==> config.mk <==
export PLATFORM = sky130hd
export DESIGN_NAME = decode_uop_seq_flat
export DESIGN_NICKNAME = d
export VERILOG_FILES = /design/src/rtl/decode_uop_seq_if.sv /design/src/rtl/decode_uop_seq.sv /design/src/flat_wrapper.sv
export SDC_FILE = /design/constraint.sdc
export NUM_CORES = 1
export LEC_CHECK = 0
export ABC_AREA = 1
export CORE_MARGIN = 2
export CORE_UTILIZATION = 40
export CTS_BUF_LIST = sky130_fd_sc_hd__clkbuf_4
export DETAILED_ROUTE_END_ITERATION = 10
export GPL_TIMING_DRIVEN = 0
export MAX_ROUTING_LAYER = met4
export PLACE_DENSITY_LB_ADDON = 0.3
export SYNTH_ARGS = -nofsm -noshare
export SYNTH_HDL_FRONTEND = slang
export SYNTH_SLANG_ARGS = --single-unit
==> constraint.sdc <==
create_clock -name clk -period 1.85 [get_ports clk]
set_input_delay 0.4625 -clock clk [delete_from_list [all_inputs] [get_ports clk]]
set_output_delay 0.4625 -clock clk [all_outputs]
set_load 0.005 [all_outputs]
==> src/rtl/decode_uop_seq_if.sv <==
`default_nettype none
// ============================================================================
// Module   : decode_uop_seq_if
// Brief    : Fetch-to-decode handshake plus decode-to-RR micro-op bundle.
//            The master side is the fetch / hazard-unit environment; the
//            slave side is the decode stage itself.
// Revision : 1.0 - initial release
// ============================================================================
interface decode_uop_seq_if #(
    parameter int INSTR_W = 16,
    parameter int PC_W    = 16,
    parameter int DATA_W  = 16,
    parameter int RIDX_W  = 3
);
    logic               in_valid;
    logic               in_ready;
    logic [INSTR_W-1:0] in_instr;
    logic [PC_W-1:0]    in_pc;
    logic               should_stall;
    logic               flush;
    logic               out_valid;
    logic [3:0]         out_opcode;
    logic [RIDX_W-1:0]  out_rd;
    logic [RIDX_W-1:0]  hdu_src1;
    logic [RIDX_W-1:0]  hdu_src2;
    logic               out_use_src1;
    logic               out_use_src2;
    logic               out_wr_rd;
    logic [1:0]         out_cond;
    logic [DATA_W-1:0]  out_imm;
    logic [PC_W-1:0]    out_pc;
    logic               out_last;
    logic               out_illegal;

    modport master (
        output in_valid, in_instr, in_pc, should_stall, flush,
        input  in_ready, out_valid, out_opcode, out_rd, hdu_src1, hdu_src2,
               out_use_src1, out_use_src2, out_wr_rd, out_cond, out_imm,
               out_pc, out_last, out_illegal
    );

    modport slave (
        input  in_valid, in_instr, in_pc, should_stall, flush,
        output in_ready, out_valid, out_opcode, out_rd, hdu_src1, hdu_src2,
               out_use_src1, out_use_src2, out_wr_rd, out_cond, out_imm,
               out_pc, out_last, out_illegal
    );
endinterface
`default_nettype wire

==> src/rtl/decode_uop_seq.sv <==
`default_nettype none
// ============================================================================
// Module   : decode_uop_seq
// Brief    : Registered IITB-RISC decode stage. Extracts operand fields,
//            extends immediates, drives hazard-unit sources and expands
//            LM/SM into one LW/SW micro-op per set register-list bit.
//            Optional macro DECODE_PERF_CNT_EN adds perf_uops / perf_stall
//            free-running counters.
// Revision : 1.0 - initial release
// ============================================================================
module decode_uop_seq #(
    parameter int INSTR_W = 16,
    parameter int PC_W    = 16,
    parameter int DATA_W  = 16,
    parameter int NREG    = 8,
    parameter int RIDX_W  = 3     // must equal clog2(NREG)
) (
    input  wire              clk,
    input  wire              rst,
    decode_uop_seq_if.slave  dec_if
`ifdef DECODE_PERF_CNT_EN
    ,
    output logic [31:0]      perf_uops,
    output logic [31:0]      perf_stall
`endif
);
    localparam logic [3:0] c_OP_ADI = 4'b0000;
    localparam logic [3:0] c_OP_ADD = 4'b0001;
    localparam logic [3:0] c_OP_NDU = 4'b0010;
    localparam logic [3:0] c_OP_LHI = 4'b0011;
    localparam logic [3:0] c_OP_LW  = 4'b0100;
    localparam logic [3:0] c_OP_SW  = 4'b0101;
    localparam logic [3:0] c_OP_BEQ = 4'b1000;
    localparam logic [3:0] c_OP_JAL = 4'b1001;
    localparam logic [3:0] c_OP_JLR = 4'b1010;
    localparam logic [3:0] c_OP_JRI = 4'b1011;
    localparam logic [3:0] c_OP_LM  = 4'b1100;
    localparam logic [3:0] c_OP_SM  = 4'b1101;
    localparam logic [3:0] c_OP_IL0 = 4'b1110;
    localparam logic [3:0] c_OP_IL1 = 4'b1111;

    localparam logic [0:0] c_ST_IDLE  = 1'b0;
    localparam logic [0:0] c_ST_MULTI = 1'b1;

    typedef struct packed {
        logic              valid;
        logic [3:0]        opcode;
        logic [RIDX_W-1:0] rd;
        logic [RIDX_W-1:0] src1;
        logic [RIDX_W-1:0] src2;
        logic              use1;
        logic              use2;
        logic              wr;
        logic [1:0]        cond;
        logic [DATA_W-1:0] imm;
        logic [PC_W-1:0]   pc;
        logic              last;
        logic              illegal;
    } uop_t;

    // Index of the lowest set bit in a register list.
    function automatic logic [RIDX_W-1:0] f_lowest(input logic [NREG-1:0] l);
        logic [RIDX_W-1:0] idx;
        idx = '0;
        for (int i = NREG - 1; i >= 0; i--) begin
            if (l[i]) idx = RIDX_W'(i);
        end
        return idx;
    endfunction

    // One LW (from LM) or SW (from SM) micro-op; imm carries the word offset k.
    function automatic uop_t f_mem_uop(input logic is_sm, input logic [RIDX_W-1:0] base,
                                       input logic [RIDX_W-1:0] idx, input logic [RIDX_W-1:0] k,
                                       input logic [PC_W-1:0] pc, input logic last);
        uop_t u;
        u       = '0;
        u.valid = 1'b1;
        u.pc    = pc;
        u.last  = last;
        u.imm   = DATA_W'(k);
        u.src1  = base;
        u.use1  = 1'b1;
        if (is_sm) begin
            u.opcode = c_OP_SW;
            u.src2   = idx;
            u.use2   = 1'b1;
        end else begin
            u.opcode = c_OP_LW;
            u.rd     = idx;
            u.wr     = 1'b1;
        end
        return u;
    endfunction

    logic [0:0]        r_state;
    logic [0:0]        w_state_nxt;
    uop_t              r_uop;
    uop_t              w_uop_nxt;
    logic [RIDX_W-1:0] r_ra, w_ra_nxt;
    logic [NREG-1:0]   r_list, w_list_nxt;
    logic [RIDX_W-1:0] r_k, w_k_nxt;
    logic [PC_W-1:0]   r_pc, w_pc_nxt;
    logic              r_is_sm, w_is_sm_nxt;

    logic [3:0]        w_op;
    logic [RIDX_W-1:0] w_ra, w_rb, w_rc;
    logic [DATA_W-1:0] w_sext6, w_sext9, w_lhi;
    logic [NREG-1:0]   w_in_list, w_in_rem, w_cur_rem;

    assign w_op      = dec_if.in_instr[INSTR_W-1 -: 4];
    assign w_ra      = dec_if.in_instr[11:9];
    assign w_rb      = dec_if.in_instr[8:6];
    assign w_rc      = dec_if.in_instr[5:3];
    assign w_sext6   = {{(DATA_W-6){dec_if.in_instr[5]}}, dec_if.in_instr[5:0]};
    assign w_sext9   = {{(DATA_W-9){dec_if.in_instr[8]}}, dec_if.in_instr[8:0]};
    assign w_lhi     = DATA_W'(dec_if.in_instr[8:0]) << 7;
    assign w_in_list = dec_if.in_instr[NREG-1:0];
    assign w_in_rem  = w_in_list & (w_in_list - NREG'(1));
    assign w_cur_rem = r_list & (r_list - NREG'(1));

    assign dec_if.in_ready = !rst && (r_state == c_ST_IDLE) && !dec_if.should_stall && !dec_if.flush;

    // Next-state and next micro-op: flush beats stall, stall beats progress.
    always_comb begin
        w_state_nxt = r_state;
        w_uop_nxt   = r_uop;
        w_ra_nxt    = r_ra;
        w_list_nxt  = r_list;
        w_k_nxt     = r_k;
        w_pc_nxt    = r_pc;
        w_is_sm_nxt = r_is_sm;
        if (dec_if.flush) begin
            w_uop_nxt.valid = 1'b0;
            w_state_nxt     = c_ST_IDLE;
            w_list_nxt      = '0;
        end else if (dec_if.should_stall) begin
            w_uop_nxt = r_uop;
        end else if (r_state == c_ST_MULTI) begin
            w_uop_nxt  = f_mem_uop(r_is_sm, r_ra, f_lowest(r_list), r_k, r_pc, w_cur_rem == '0);
            w_list_nxt = w_cur_rem;
            w_k_nxt    = r_k + RIDX_W'(1);
            if (w_cur_rem == '0) w_state_nxt = c_ST_IDLE;
        end else if (dec_if.in_valid) begin
            w_uop_nxt        = '0;
            w_uop_nxt.valid  = 1'b1;
            w_uop_nxt.opcode = w_op;
            w_uop_nxt.pc     = dec_if.in_pc;
            w_uop_nxt.last   = 1'b1;
            case (w_op)
                c_OP_ADD, c_OP_NDU: begin
                    w_uop_nxt.rd   = w_rc;
                    w_uop_nxt.src1 = w_ra;
                    w_uop_nxt.src2 = w_rb;
                    w_uop_nxt.use1 = 1'b1;
                    w_uop_nxt.use2 = 1'b1;
                    w_uop_nxt.wr   = 1'b1;
                    w_uop_nxt.cond = dec_if.in_instr[1:0];
                end
                c_OP_ADI: begin
                    w_uop_nxt.rd   = w_rb;
                    w_uop_nxt.src1 = w_ra;
                    w_uop_nxt.use1 = 1'b1;
                    w_uop_nxt.wr   = 1'b1;
                    w_uop_nxt.imm  = w_sext6;
                end
                c_OP_LW: begin
                    w_uop_nxt.rd   = w_ra;
                    w_uop_nxt.src1 = w_rb;
                    w_uop_nxt.use1 = 1'b1;
                    w_uop_nxt.wr   = 1'b1;
                    w_uop_nxt.imm  = w_sext6;
                end
                c_OP_SW, c_OP_BEQ: begin
                    w_uop_nxt.src1 = (w_op == c_OP_SW) ? w_rb : w_ra;
                    w_uop_nxt.src2 = (w_op == c_OP_SW) ? w_ra : w_rb;
                    w_uop_nxt.use1 = 1'b1;
                    w_uop_nxt.use2 = 1'b1;
                    w_uop_nxt.imm  = w_sext6;
                end
                c_OP_LHI: begin
                    w_uop_nxt.rd  = w_ra;
                    w_uop_nxt.wr  = 1'b1;
                    w_uop_nxt.imm = w_lhi;
                end
                c_OP_JAL: begin
                    w_uop_nxt.rd  = w_ra;
                    w_uop_nxt.wr  = 1'b1;
                    w_uop_nxt.imm = w_sext9;
                end
                c_OP_JLR: begin
                    w_uop_nxt.rd   = w_ra;
                    w_uop_nxt.wr   = 1'b1;
                    w_uop_nxt.src1 = w_rb;
                    w_uop_nxt.use1 = 1'b1;
                end
                c_OP_JRI: begin
                    w_uop_nxt.src1 = w_ra;
                    w_uop_nxt.use1 = 1'b1;
                    w_uop_nxt.imm  = w_sext9;
                end
                c_OP_LM, c_OP_SM: begin
                    // An empty list keeps the LM/SM opcode as a PC-carrying NOP.
                    if (w_in_list != '0) begin
                        w_uop_nxt   = f_mem_uop(w_op == c_OP_SM, w_ra, f_lowest(w_in_list),
                                                '0, dec_if.in_pc, w_in_rem == '0);
                        w_ra_nxt    = w_ra;
                        w_list_nxt  = w_in_rem;
                        w_pc_nxt    = dec_if.in_pc;
                        w_k_nxt     = RIDX_W'(1);
                        w_is_sm_nxt = (w_op == c_OP_SM);
                        if (w_in_rem != '0) w_state_nxt = c_ST_MULTI;
                    end
                end
                c_OP_IL0, c_OP_IL1: begin
                    w_uop_nxt.illegal = 1'b1;
                end
                default: ;
            endcase
        end else begin
            w_uop_nxt.valid = 1'b0;
        end
    end

    // State, latched LM/SM context and registered micro-op outputs.
    always_ff @(posedge clk) begin
        if (rst) begin
            r_state <= c_ST_IDLE;
            r_uop   <= '0;
            r_ra    <= '0;
            r_list  <= '0;
            r_k     <= '0;
            r_pc    <= '0;
            r_is_sm <= 1'b0;
        end else begin
            r_state <= w_state_nxt;
            r_uop   <= w_uop_nxt;
            r_ra    <= w_ra_nxt;
            r_list  <= w_list_nxt;
            r_k     <= w_k_nxt;
            r_pc    <= w_pc_nxt;
            r_is_sm <= w_is_sm_nxt;
        end
    end

    assign dec_if.out_valid    = r_uop.valid;
    assign dec_if.out_opcode   = r_uop.opcode;
    assign dec_if.out_rd       = r_uop.rd;
    assign dec_if.hdu_src1     = r_uop.src1;
    assign dec_if.hdu_src2     = r_uop.src2;
    assign dec_if.out_use_src1 = r_uop.use1;
    assign dec_if.out_use_src2 = r_uop.use2;
    assign dec_if.out_wr_rd    = r_uop.wr;
    assign dec_if.out_cond     = r_uop.cond;
    assign dec_if.out_imm      = r_uop.imm;
    assign dec_if.out_pc       = r_uop.pc;
    assign dec_if.out_last     = r_uop.last;
    assign dec_if.out_illegal  = r_uop.illegal;

`ifdef DECODE_PERF_CNT_EN
    logic [31:0] r_perf_uops;
    logic [31:0] r_perf_stall;

    // Transferred micro-ops and stalled-valid cycles; flush does not clear them.
    always_ff @(posedge clk) begin
        if (rst) begin
            r_perf_uops  <= '0;
            r_perf_stall <= '0;
        end else begin
            if (r_uop.valid && !dec_if.should_stall) r_perf_uops <= r_perf_uops + 32'd1;
            if (r_uop.valid && dec_if.should_stall)  r_perf_stall <= r_perf_stall + 32'd1;
        end
    end

    assign perf_uops  = r_perf_uops;
    assign perf_stall = r_perf_stall;
`endif
endmodule
`default_nettype wire
==> src/flat_wrapper.sv <==
// flat-port wrapper written by rule: the top's interface ports become plain ports
module decode_uop_seq_flat 
#(
    parameter int INSTR_W = 16,
    parameter int PC_W    = 16,
    parameter int DATA_W  = 16,
    parameter int NREG    = 8,
    parameter int RIDX_W  = 3                              
)
  (clk, rst, dec_if_in_valid, dec_if_in_instr, dec_if_in_pc, dec_if_should_stall, dec_if_flush, dec_if_in_ready, dec_if_out_valid, dec_if_out_opcode, dec_if_out_rd, dec_if_hdu_src1, dec_if_hdu_src2, dec_if_out_use_src1, dec_if_out_use_src2, dec_if_out_wr_rd, dec_if_out_cond, dec_if_out_imm, dec_if_out_pc, dec_if_out_last, dec_if_out_illegal);
  decode_uop_seq_if #(.INSTR_W(INSTR_W), .PC_W(PC_W), .DATA_W(DATA_W), .RIDX_W(RIDX_W)) dec_if_i ();
  input  wire clk;
  input  wire rst;
  input wire logic [$bits(dec_if_i.in_valid)-1:0] dec_if_in_valid;
  input wire logic [$bits(dec_if_i.in_instr)-1:0] dec_if_in_instr;
  input wire logic [$bits(dec_if_i.in_pc)-1:0] dec_if_in_pc;
  input wire logic [$bits(dec_if_i.should_stall)-1:0] dec_if_should_stall;
  input wire logic [$bits(dec_if_i.flush)-1:0] dec_if_flush;
  output wire logic [$bits(dec_if_i.in_ready)-1:0] dec_if_in_ready;
  output wire logic [$bits(dec_if_i.out_valid)-1:0] dec_if_out_valid;
  output wire logic [$bits(dec_if_i.out_opcode)-1:0] dec_if_out_opcode;
  output wire logic [$bits(dec_if_i.out_rd)-1:0] dec_if_out_rd;
  output wire logic [$bits(dec_if_i.hdu_src1)-1:0] dec_if_hdu_src1;
  output wire logic [$bits(dec_if_i.hdu_src2)-1:0] dec_if_hdu_src2;
  output wire logic [$bits(dec_if_i.out_use_src1)-1:0] dec_if_out_use_src1;
  output wire logic [$bits(dec_if_i.out_use_src2)-1:0] dec_if_out_use_src2;
  output wire logic [$bits(dec_if_i.out_wr_rd)-1:0] dec_if_out_wr_rd;
  output wire logic [$bits(dec_if_i.out_cond)-1:0] dec_if_out_cond;
  output wire logic [$bits(dec_if_i.out_imm)-1:0] dec_if_out_imm;
  output wire logic [$bits(dec_if_i.out_pc)-1:0] dec_if_out_pc;
  output wire logic [$bits(dec_if_i.out_last)-1:0] dec_if_out_last;
  output wire logic [$bits(dec_if_i.out_illegal)-1:0] dec_if_out_illegal;
  assign dec_if_i.in_valid = dec_if_in_valid;
  assign dec_if_i.in_instr = dec_if_in_instr;
  assign dec_if_i.in_pc = dec_if_in_pc;
  assign dec_if_i.should_stall = dec_if_should_stall;
  assign dec_if_i.flush = dec_if_flush;
  assign dec_if_in_ready = dec_if_i.in_ready;
  assign dec_if_out_valid = dec_if_i.out_valid;
  assign dec_if_out_opcode = dec_if_i.out_opcode;
  assign dec_if_out_rd = dec_if_i.out_rd;
  assign dec_if_hdu_src1 = dec_if_i.hdu_src1;
  assign dec_if_hdu_src2 = dec_if_i.hdu_src2;
  assign dec_if_out_use_src1 = dec_if_i.out_use_src1;
  assign dec_if_out_use_src2 = dec_if_i.out_use_src2;
  assign dec_if_out_wr_rd = dec_if_i.out_wr_rd;
  assign dec_if_out_cond = dec_if_i.out_cond;
  assign dec_if_out_imm = dec_if_i.out_imm;
  assign dec_if_out_pc = dec_if_i.out_pc;
  assign dec_if_out_last = dec_if_i.out_last;
  assign dec_if_out_illegal = dec_if_i.out_illegal;
  decode_uop_seq #(.INSTR_W(INSTR_W), .PC_W(PC_W), .DATA_W(DATA_W), .NREG(NREG), .RIDX_W(RIDX_W)) u_core (.clk(clk), .rst(rst), .dec_if(dec_if_i));
endmodule
==> results of run 1 <==
-- Yosys cell counts --
cell	number
ha_1	1
nor2_4	1
a21oi_1	76
o21ai_2	1
buf_1	2
dfxtp_1	84
buf_2	5
inv_1	39
xor2_1	1
buf_4	5
o21ai_0	58
nor2_2	5
nand4_1	1
clkinv_1	1
o211ai_1	9
inv_4	1
o21bai_1	1
a22oi_1	2
nor3_1	2
or2_2	1
a31oi_1	18
nor2_1	40
a21oi_4	1
nand2_1	190
inv_2	3
nand3_1	31
buf_6	1
nand2_2	2
nand2_4	3
a211oi_1	3
clkbuf_1	17
-- layout make-up --
class / count / area share
multi-input cells: 448 / 0.398
flip-flops and latches: 84 / 0.314
repair buffers: 92 / 0.167
inverters: 44 / 0.0322
well taps: 133 / 0.0310
plain buffers: 29 / 0.0303
clock inverters: 7 / 0.0149
clock buffers: 9 / 0.0126
-- metal layers --
| layer | GRT usage | part of all wire |
|---|---|---|
| met3 | 0.0393 | 0.070 |
| met5 | - | 0 |
| met2 | 0.392 | 0.46 |
| met1 | 0.368 | 0.46 |
| met4 | 0.0714 | 0.012 |
-- cells by family after synthesis --
logic type	count (synthesis)	synth area share
simple gates	276	0.278
compound gates	169	0.226
flops	84	0.414
buf+inv	74	0.0769
xor+xnor	1	0.00215
fa+ha+maj	1	0.00308
-- state kept, by name, indices dropped and copies added, names as in the netlist, 3 cells and up --
register,cells
u_core.r_ra,3
u_core.r_list,7
u_core.dec_if.out_opcode,4
u_core.r_k,3
u_core.dec_if.hdu_src1,3
u_core.r_pc,16
u_core.dec_if.hdu_src2,3
u_core.dec_if.out_rd,3
u_core.dec_if.out_imm,16
u_core.dec_if.out_pc,16
-- how the worst max path moves through the flow --
stage	startpoint	end	slack (ps)
after CTS	dec_if_in_instr[14]	u_core.dec_if.out_imm[15]	-40
after global routing	u_core.dec_if.out_opcode[0]	dec_if_out_opcode[0]	2
after detailed placement	dec_if_in_instr[5]	u_core.r_pc[7]	-630
after global placement	dec_if_in_instr[15]	u_core.dec_if.hdu_src2[0]	-650
after floorplan	dec_if_in_instr[13]	u_core.dec_if.out_imm[6]	290
final	u_core.dec_if.out_opcode[0]	dec_if_out_opcode[0]	40
-- power by group through the flow --
| stage | combinational (µW) | sequential (µW) | clock, µW |
|---|---|---|---|
| CTS | 546 | 1890 | 1170 |
| detailed placement | 540 | 1930 | 0 |
| global placement | 538 | 1930 | 0 |
| global route | 618 | 1890 | 1220 |
| finish | 559 | 1890 | 1150 |
| floorplan | 252 | 1930 | 0 |
-- tightest hold or removal path, stage by stage --
cell     delay (ps)
buf_4           140
a21oi_1         100
nor2_1           80
-- timing repair --
item / in CTS / in global routing
gates cloned: 0 / 1
resized for setup: 30 / 19
pin swaps: 2 / 2
setup buffers: 2 / 3
setup endpoints to repair: 44 / 56
hold buffers: 0 / 0
-- per-stage QoR --
step	cells	setup TNS [ps]	total power [µW]
after floorplan	605	0	2180
after global placement	825	-41230	2470
after detailed placement	825	-41900	2470
after CTS	843	-128	3610
after global routing	846	0	3730
final	846	0	3590
==> results.toml, run 1 <==
[synth]
synth_top_area_frac = 0.414
ys_seq_elements = 84
seq_area_frac_synth = 0.414
ys_types = 31
yosys_warnings = 0
synth_fp_nets = 643
synth_top_area_cell = "dfxtp_1"
netlist_area_um2 = 4070
syn_area_per_cell_um2 = 6.72
synth.area.top_cells = "dfxtp_1 (41%), nand2_1 (18%), a21oi_1 (9.4%)"
postSynthCellCount = 605

[layout]
diodes = 0
final_common_cell = "nand2_1"
regArea_um2 = 1690
final_nets = 746
nFillCells = 1032
multi_input_area_um2 = 2140
final_cell_mix = "nand2_1 (189), dfxtp_1 (81), a21oi_1 (76), clkdlybuf4s50_1 (74), o21ai_0 (58)"
drive_gt1_frac = 0.0996
design_area_um2 = 5370
final_core_util = 0.547
area_delta_synth_final_pct = 32.1

[worst_setup_path]
path_depth = 1
cp_top_family = "buffers and inverters"
r2r-end = "u_core.r_list[1]"
arrival_ps = 1350
crit_path_start_kind = "flop"
cp_slowest_cell = "clkdlybuf4s50_1"
end_kind = "output port"
path_cells = "clkdlybuf4s50_1"
reg2regPathDepth = 5
slowest_delay_ps = 530
worst_ep_required_time_ps = 1390
r2r-start = "u_core.r_state"
setup.worst_path.class = "flop to output port"
crit_buf_inv = 1
path_max_fanout = 2
ff2ff_setup_slack_ps = 250

[timing]
setup_ws_ps = 40.8
post-route-period-util = 0.978
slew_violations = 0
skew_ps = 11.4
worstMarginPinSlew_ps = 648
rsz0062_at_grt = "false"
final-setup-viol-count = 0
fmax_ghz = 0.553
layout_min_cycle_time_ps = 1810
slew_headroom = 0.568
hold_viol_final = 0
holdWs_ps = 376

[route]
drc = 0
drtPass1Iterations = 6
antenna_left = 0
vias = 4510
wire_per_inst_um = 16.2
drt_iter0_markers = 334
avgViaCountPerCell = 5.33
totalWireLength_um = 13700

[cts]
cts_made_buffers = 9
clk_pin_slew_ps = 150
cts_tree = "done"
cts_root_buf = "clkbuf_4"
clock_path_buffers = 2
cts_sinks = 84
clk_latency_ps = 440
htree_levels = 3

[global_route]
antenna_found_initial = 0
grt_pass1_vias = 4297
grt_usage = 0.262
grt_max_degree = 17
grt_overflow_total = 0
grt_pass1_wl_um = 22200

[pwr]
pwr-share-seq = 0.526
clkPwrFrac = 0.319
swShare = 0.296
switchingPower_uw = 1060
leakage_uw = 0.00218
ir_drop_v = 0.000378
powerDensity_nw_per_um2 = 669
p_int_uw = 2530
power_frac_comb = 0.156

[hold_path]
hold_end = "u_core.dec_if.out_opcode[0]"
hold_depth = 3
min-delay-start = "dec_if_in_instr[12]"
hp-class = "primary input to flop"

[placement]
routabilityCongestion = 0.990
place_worst_setup_slack_ps = -633
placed_cell_area_um2 = 5100
dp_hpwl_um = 10300
io_buffers = 87

[floorplan]
dieArea_um2 = 11000
rows = 36
core_um2 = 9820
io-pin-count = 91
die_h_um = 105
die_w_um = 105
initial_utilization = 0.414

[outcome]
status = "completed"

[run]
maxCapViolations = 0
Power figures use the tool's default switching activity.
==> run 2, diff against run 1 <==
- CTS_CLUSTER_SIZE: unset -> 20
==> results of run 2 <==
Same layout as run 1: the final DEF is identical, and so are final timing and power.
==> run 3, diff against run 2 <==
- CAP_MARGIN: unset -> 0
==> results of run 3 <==
Same layout as run 1: the final DEF is identical, and so are final timing and power.
